## src/rtl/tinyalu_arbiter.sv

```systemverilog
// tinyalu_arbiter
//
// Round-robin arbiter and sequencer that lets NUM_REQ requesters share one
// TinyALU. A request is accepted in IDLE, its operands and opcode are latched
// and driven onto the ALU with the start/done handshake. The result goes back
// to the requester that issued it, together with a status code.
// Illegal opcodes are answered at once and never reach the ALU.
//
// Parameters
//   NUM_REQ     number of requesters (2..8)
//   TIMEOUT     BUSY cycles without alu_done before the operation is aborted (2..255)
//
// Ports
//   clk         single clock, all logic on posedge
//   reset_n     asynchronous active-low reset
//   req         per-requester request level
//   req_A/B     8-bit operand slices, slice i belongs to requester i
//   req_op      3-bit opcode slices
//   gnt         one-hot acceptance pulse
//   rsp_valid   one-hot completion pulse
//   rsp_result  16-bit result, valid with rsp_valid
//   rsp_status  00 ok, 01 timeout, 10 illegal opcode, valid with rsp_valid
//   alu_A/B     ALU operands
//   alu_op      ALU opcode
//   alu_start   ALU start, held high for the whole operation
//   alu_done    ALU done
//   alu_result  ALU result
module tinyalu_arbiter #(
    parameter int NUM_REQ = 4,
    parameter int TIMEOUT = 15
) (
    input  logic                   clk,
    input  logic                   reset_n,
    input  logic [NUM_REQ-1:0]     req,
    input  logic [8*NUM_REQ-1:0]   req_A,
    input  logic [8*NUM_REQ-1:0]   req_B,
    input  logic [3*NUM_REQ-1:0]   req_op,
    output logic [NUM_REQ-1:0]     gnt,
    output logic [NUM_REQ-1:0]     rsp_valid,
    output logic [15:0]            rsp_result,
    output logic [1:0]             rsp_status,
    output logic [7:0]             alu_A,
    output logic [7:0]             alu_B,
    output logic [2:0]             alu_op,
    output logic                   alu_start,
    input  logic                   alu_done,
    input  logic [15:0]            alu_result
);

    localparam int IDX_W = $clog2(NUM_REQ);

    localparam logic [2:0]       OP_NOOP    = 3'b000;
    localparam logic [2:0]       OP_MUL     = 3'b100;
    localparam logic [1:0]       ST_OK      = 2'b00;
    localparam logic [1:0]       ST_TIMEOUT = 2'b01;
    localparam logic [1:0]       ST_ILLEGAL = 2'b10;
    localparam logic [IDX_W-1:0] LAST_INIT  = IDX_W'(NUM_REQ - 1);
    localparam logic [7:0]       TMO_LIMIT  = 8'(TIMEOUT);

    typedef enum logic {
        IDLE,
        BUSY
    } state_e;

    state_e               state_q, state_d;
    logic [IDX_W-1:0]     last_q, last_d;
    logic [IDX_W-1:0]     idx_q, idx_d;
    logic [NUM_REQ-1:0]   gnt_q, gnt_d;
    logic [NUM_REQ-1:0]   rsp_valid_q, rsp_valid_d;
    logic [15:0]          rsp_result_q, rsp_result_d;
    logic [1:0]           rsp_status_q, rsp_status_d;
    logic [7:0]           alu_A_q, alu_A_d;
    logic [7:0]           alu_B_q, alu_B_d;
    logic [2:0]           alu_op_q, alu_op_d;
    logic                 alu_start_q, alu_start_d;
    logic [7:0]           cnt_q, cnt_d;

    // Round-robin search results
    logic                 req_found;
    logic [IDX_W-1:0]     winner;
    int                   cand;
    logic [IDX_W-1:0]     cand_idx;
    logic [2:0]           win_op;
    logic [7:0]           win_A;
    logic [7:0]           win_B;
    logic                 win_legal;
    logic [NUM_REQ-1:0]   win_onehot;
    logic                 busy_end;

    // Round-robin pick: scan from last+1 upwards, wrapping at NUM_REQ, so the
    // most recently served requester is always considered last.
    always_comb begin
        req_found = 1'b0;
        winner    = '0;
        cand      = 0;
        cand_idx  = '0;
        for (int i = 1; i <= NUM_REQ; i++) begin
            cand = int'(last_q) + i;
            if (cand >= NUM_REQ) begin
                cand = cand - NUM_REQ;
            end
            cand_idx = IDX_W'(cand);
            if (!req_found && req[cand_idx]) begin
                req_found = 1'b1;
                winner    = cand_idx;
            end
        end
    end

    assign win_op     = req_op[3*int'(winner) +: 3];
    assign win_A      = req_A[8*int'(winner) +: 8];
    assign win_B      = req_B[8*int'(winner) +: 8];
    assign win_legal  = (win_op <= OP_MUL);
    assign win_onehot = NUM_REQ'(1) << winner;

    // A no_op finishes on the first BUSY edge regardless of alu_done; a real
    // done beats a timeout on the same edge because it is checked first below.
    assign busy_end = (alu_op_q == OP_NOOP) || alu_done || (cnt_q == TMO_LIMIT);

    // State and datapath registers
    always_ff @(posedge clk or negedge reset_n) begin
        if (!reset_n) begin
            state_q      <= IDLE;
            last_q       <= LAST_INIT;
            idx_q        <= '0;
            gnt_q        <= '0;
            rsp_valid_q  <= '0;
            rsp_result_q <= '0;
            rsp_status_q <= ST_OK;
            alu_A_q      <= '0;
            alu_B_q      <= '0;
            alu_op_q     <= OP_NOOP;
            alu_start_q  <= 1'b0;
            cnt_q        <= '0;
        end else begin
            state_q      <= state_d;
            last_q       <= last_d;
            idx_q        <= idx_d;
            gnt_q        <= gnt_d;
            rsp_valid_q  <= rsp_valid_d;
            rsp_result_q <= rsp_result_d;
            rsp_status_q <= rsp_status_d;
            alu_A_q      <= alu_A_d;
            alu_B_q      <= alu_B_d;
            alu_op_q     <= alu_op_d;
            alu_start_q  <= alu_start_d;
            cnt_q        <= cnt_d;
        end
    end

    // Next-state logic; an illegal opcode is answered from IDLE and never
    // enters BUSY.
    always_comb begin
        state_d = state_q;
        case (state_q)
            IDLE: begin
                if (req_found && win_legal) begin
                    state_d = BUSY;
                end
            end
            BUSY: begin
                if (busy_end) begin
                    state_d = IDLE;
                end
            end
            default: state_d = IDLE;
        endcase
    end

    // Output/datapath next values. gnt and rsp_valid are pulses and default
    // to zero; everything else holds, so the ALU operands keep their last
    // values after an operation ends.
    always_comb begin
        last_d       = last_q;
        idx_d        = idx_q;
        gnt_d        = '0;
        rsp_valid_d  = '0;
        rsp_result_d = rsp_result_q;
        rsp_status_d = rsp_status_q;
        alu_A_d      = alu_A_q;
        alu_B_d      = alu_B_q;
        alu_op_d     = alu_op_q;
        alu_start_d  = alu_start_q;
        cnt_d        = cnt_q;
        case (state_q)
            IDLE: begin
                if (req_found) begin
                    last_d = winner;
                    idx_d  = winner;
                    gnt_d  = win_onehot;
                    if (win_legal) begin
                        alu_A_d     = win_A;
                        alu_B_d     = win_B;
                        alu_op_d    = win_op;
                        alu_start_d = 1'b1;
                        cnt_d       = 8'd1;
                    end else begin
                        rsp_valid_d  = win_onehot;
                        rsp_result_d = '0;
                        rsp_status_d = ST_ILLEGAL;
                    end
                end
            end
            BUSY: begin
                if (busy_end) begin
                    alu_start_d = 1'b0;
                    cnt_d       = '0;
                    rsp_valid_d = NUM_REQ'(1) << idx_q;
                    if (alu_op_q == OP_NOOP) begin
                        rsp_result_d = '0;
                        rsp_status_d = ST_OK;
                    end else if (alu_done) begin
                        rsp_result_d = alu_result;
                        rsp_status_d = ST_OK;
                    end else begin
                        rsp_result_d = '0;
                        rsp_status_d = ST_TIMEOUT;
                    end
                end else begin
                    cnt_d = cnt_q + 8'd1;
                end
            end
            default: ;
        endcase
    end

    assign gnt        = gnt_q;
    assign rsp_valid  = rsp_valid_q;
    assign rsp_result = rsp_result_q;
    assign rsp_status = rsp_status_q;
    assign alu_A      = alu_A_q;
    assign alu_B      = alu_B_q;
    assign alu_op     = alu_op_q;
    assign alu_start  = alu_start_q;

endmodule

```

## config.mk

```make
export PLATFORM = sky130hd
export DESIGN_NAME = tinyalu_arbiter
export DESIGN_NICKNAME = d
export VERILOG_FILES = /design/src/rtl/tinyalu_arbiter.sv
export SDC_FILE = /design/constraint.sdc
export NUM_CORES = 1
export LEC_CHECK = 0
export CAP_MARGIN = 0
export CORE_ASPECT_RATIO = 0.9
export CORE_MARGIN = 5
export CORE_UTILIZATION = 45
export CTS_BUF_LIST = sky130_fd_sc_hd__clkbuf_4 sky130_fd_sc_hd__clkbuf_8 sky130_fd_sc_hd__clkbuf_16
export DETAILED_ROUTE_END_ITERATION = 10
export GPL_ROUTABILITY_DRIVEN = 0
export GPL_TIMING_DRIVEN = 1
export MAX_ROUTING_LAYER = met4
export PLACE_DENSITY_LB_ADDON = 0.08
export SLEW_MARGIN = 20
export SYNTH_ARGS = -nofsm -noshare
export SYNTH_HDL_FRONTEND = slang
export SYNTH_SLANG_ARGS = --single-unit
```

## constraint.sdc

```tcl
create_clock -name clk -period 3.3 [get_ports clk]
set_clock_uncertainty 0.1 [all_clocks]
set_input_delay 0.495 -clock clk [delete_from_list [all_inputs] [get_ports clk]]
set_output_delay 0.495 -clock clk [all_outputs]
set_load 0.005 [all_outputs]
```

==> results.txt <==
* Type of element capturing the critical path: flop
- In this run the critical register-to-register path is launched from last_q[0].
- The total overflow left after global routing is 0.
- Clock-pin slew was measured on the worst setup and hold paths at about 0.070 ns.
- The final hold violation count came to 0.
* Filler cell count in the final layout: 541
- The synthesized netlist occupies a cell area of 3160 um2.
* Height of the chip: slightly below 90 um
- Antenna diode instance count: 0
- CTS root buf: clkbuf_8
- The analysis attributes to cell leakage a power of 2.05 nW.
- H-Tree Level Count: 3
* Syn_area_per_cell: 9.82 um2
* Worst skew pair latency: around 0.33 ns
* Share of the yosys chip area belonging to registers: 0.468
- Buffer count from post-CTS setup fixing: 0
* Cell with the most instances after synthesis: dfrtp_1
- The wire-length estimate of the detail-placed layout is 7000 um.
- The count of final max-slew check failures came to 0.
- P&R area growth vs syn: 55.4%
- The die covers a little under 9000 um2.
- After detailed routing, the number of vias per cell comes to 5.41.
- Total power: 4.15 mW
* Highest fanout seen on the critical path: 36
* Pwr/cell area: 844 nW/um2
- Hold slack: 0.173 ns
- Worst path max stage delay: about 0.47 ns
- DRT antenna net count: 0
- At the pin with the least slew margin, the transition time is 0.875 ns.
* Nets in the synthesized netlist: 422
- EDFF count, synth: 0
- Vias in the first global route: 3,123
* Unrepaired setup endpoints after global routing: no
- Worst Path Arrival: 2.74 ns
* Cts hold-fix bufs: 0
* Highest-delay cell along the critical path: clkdlybuf4s50_1
- Setup slack after placement: 0.357 ns
- In this run, synthesis produced a sequential element count of 59.
- In this run the worst hold path is classified as in2async.
- between 100 and 150 I/O pins were placed.
* Highest ir drop seen on vdd: 0.000338 V
* Maximum operating frequency: 0.374 GHz
- Maximum number of pins on one net before global-route repair: 41
- DRC marker count from the first detailed-route iteration: 158
- Wire length of the first global-routing pass: 14,500 um
* Internal reg-to-reg setup slack: 0.81 ns
- With fillers left out, the area of the finished cells amounts to 4910 um2.
- Worst Reg-to-Reg Cells: 7
- The run finished with clean final reports.
- The signal on the critical path passes through clkdlybuf4s50_1 -> o21ai_0 -> o221a_2 -> buf_4 -> nor3b_1 -> o21ai_0 -> o221ai_1.
* Number of warnings issued by yosys: 0
* Finished Core Util: 0.709
- Dominant cells by area after synthesis: dfrtp_1 45%, nand2_1 5.7%, mux2_2 5.0%
- Layout net count: 564
- TritonCTS built the clock tree.
- Among all flip-flop cells after synthesis, the most frequent one is dfrtp_1.
- Of all flip-flops after synthesis, the portion carrying an async set or reset was 1.00.
- Share of layout cells above drive strength 1: 0.104
- Setup violations remaining at the end of the flow were counted as 0.
- Start-to-end type of the worst setup path: in2reg
* Number of port buffers: 144
* Average routed wire per standard cell: 16.1 um
* Slew headroom: 0.417
* Number of buffers on the longest clock path: 2
- The endpoint identified for the worst register-to-register timing path is alu_B[0].
* Minimum period implied by the final worst setup slack: approximately 2.7 ns
- The number of buffers and inverters on the critical path is 2.
* Share of Yosys cell area claimed by the top area cell type: 0.451
- The total area inside the core boundary comes to 6930 um2.
- The most numerous cell type found on the critical path is o21ai_0.
- Clock sink total: 59
- In the finished design, the share of the clock period the worst path needs comes to 0.809.
* Starting utilization of the core area: 0.456
- Setup WS post-layout: 0.630 ns
- Launching element type of the critical path: primary input
- Once the clock tree was built, the resizer swapped 0 gates to a different size.
- Required time worst endpoint: about 3.4 ns
* Max_cap viols: 0
* Via count: 3,042
* Number of design rule violations left after detail routing: 0
- Top cell types by occurrence after synthesis: 57 x dfrtp_1, 48 x nand2_1, 18 x a31oi_1
* Post-synth top area cell: dfrtp_1
* Post-placement cell area: around 4700 um2
* Number of antenna violations at the first check in global routing: 0
- After technology mapping, the gate count stands at 322.
* Wire length reported by the detailed router: approximately 9000 um
* DP Cell Count: 546
* Row cnt: 29
- Total clock buffers created by CTS: 9
- In the global route stage, overall resource usage came out at 0.215.
- Unique cell type count in the Yosys netlist: roughly 50
- On the critical path the largest part of the delay comes from compound AO/OA/AOI/OAI gates.
- The finished layout holds 562 standard cells, fillers aside.
- DIE WIDTH: about 98 um
- Sum of negative setup slack: 0 ns
- The first TritonRoute pass finished after 4 iterations.
## layer usage
layer / GRT usage / part of all wire / vias up
li1: - / - / 1468
met1: 0.252 / 0.43 / 1428
met2: 0.358 / 0.49 / 136
met3: 0.0663 / 0.070 / 10
met4: 0.0670 / 0.014 / 0
met5: - / 0 / -
## power breakdown
group          switching (mW)  internal, mW
sequential              0.214          1.06
combinational           0.933          1.18
clock                   0.283         0.474
## final cells by class
cell class / count / area, um2 / area share
clock buffer: 12 / 159 / 0.0323
clock inverter: 4 / 72.6 / 0.0148
timing repair buffer: 151 / 1500 / 0.305
tap: 93 / 116 / 0.0237
sequential: 59 / 1480 / 0.301
inverter: 4 / 15.0 / 0.00305
multi-input combinational: 239 / 1570 / 0.320
## cells by family after synthesis
kind of cell               share of synthesized area
adders and majority gates                    0.00396
DFF                                            0.468
buffers and inverters                         0.0376
and+or+nand+nor                                0.178
muxes                                         0.0835
AOI/OAI and AO/OA                              0.229
## worst max path at each step
stage / from / slack [ns] / endpoint / depth (start not counted)
floorplan: req[3] / 1.08 / alu_A[0] / 9
global placement: req[0] / 0.40 / alu_op[0] / 7
detailed placement: req[0] / 0.36 / cnt_q[2] / 7
CTS: req[0] / 0.70 / alu_op[1] / 7
global route: req[3] / 0.55 / alu_B[6] / 8
finish: req[0] / 0.63 / alu_op[1] / 7
## cell usage in the layout, fill, tap and decap left out, types with 5 or more instances in the layout
| cell type | count |
|---|---|
| dfrtp_1 | 57 |
| a21o_1 | 5 |
| and2_1 | 17 |
| nor2_1 | 15 |
| clkdlybuf4s50_1 | 143 |
| nand2_1 | 48 |
| o21ai_0 | 15 |
| a31oi_1 | 18 |
| mux2_2 | 14 |
| a211oi_1 | 16 |
| a21oi_1 | 5 |
| a22o_1 | 17 |
| buf_4 | 6 |
| clkbuf_8 | 11 |
| nand3_1 | 5 |
| mux2i_1 | 5 |
| nor3_1 | 6 |
## state kept, by name, summed over array words and instances (netlist names)
register    flops
alu_A           8
alu_B           8
alu_op          3
alu_start       1
cnt_q           8
gnt             4
idx_q           2
last_q          2
rsp_result     16
rsp_status      2
rsp_valid       4
state_q         1
No activity file was read; power rests on OpenSTA's default activity.
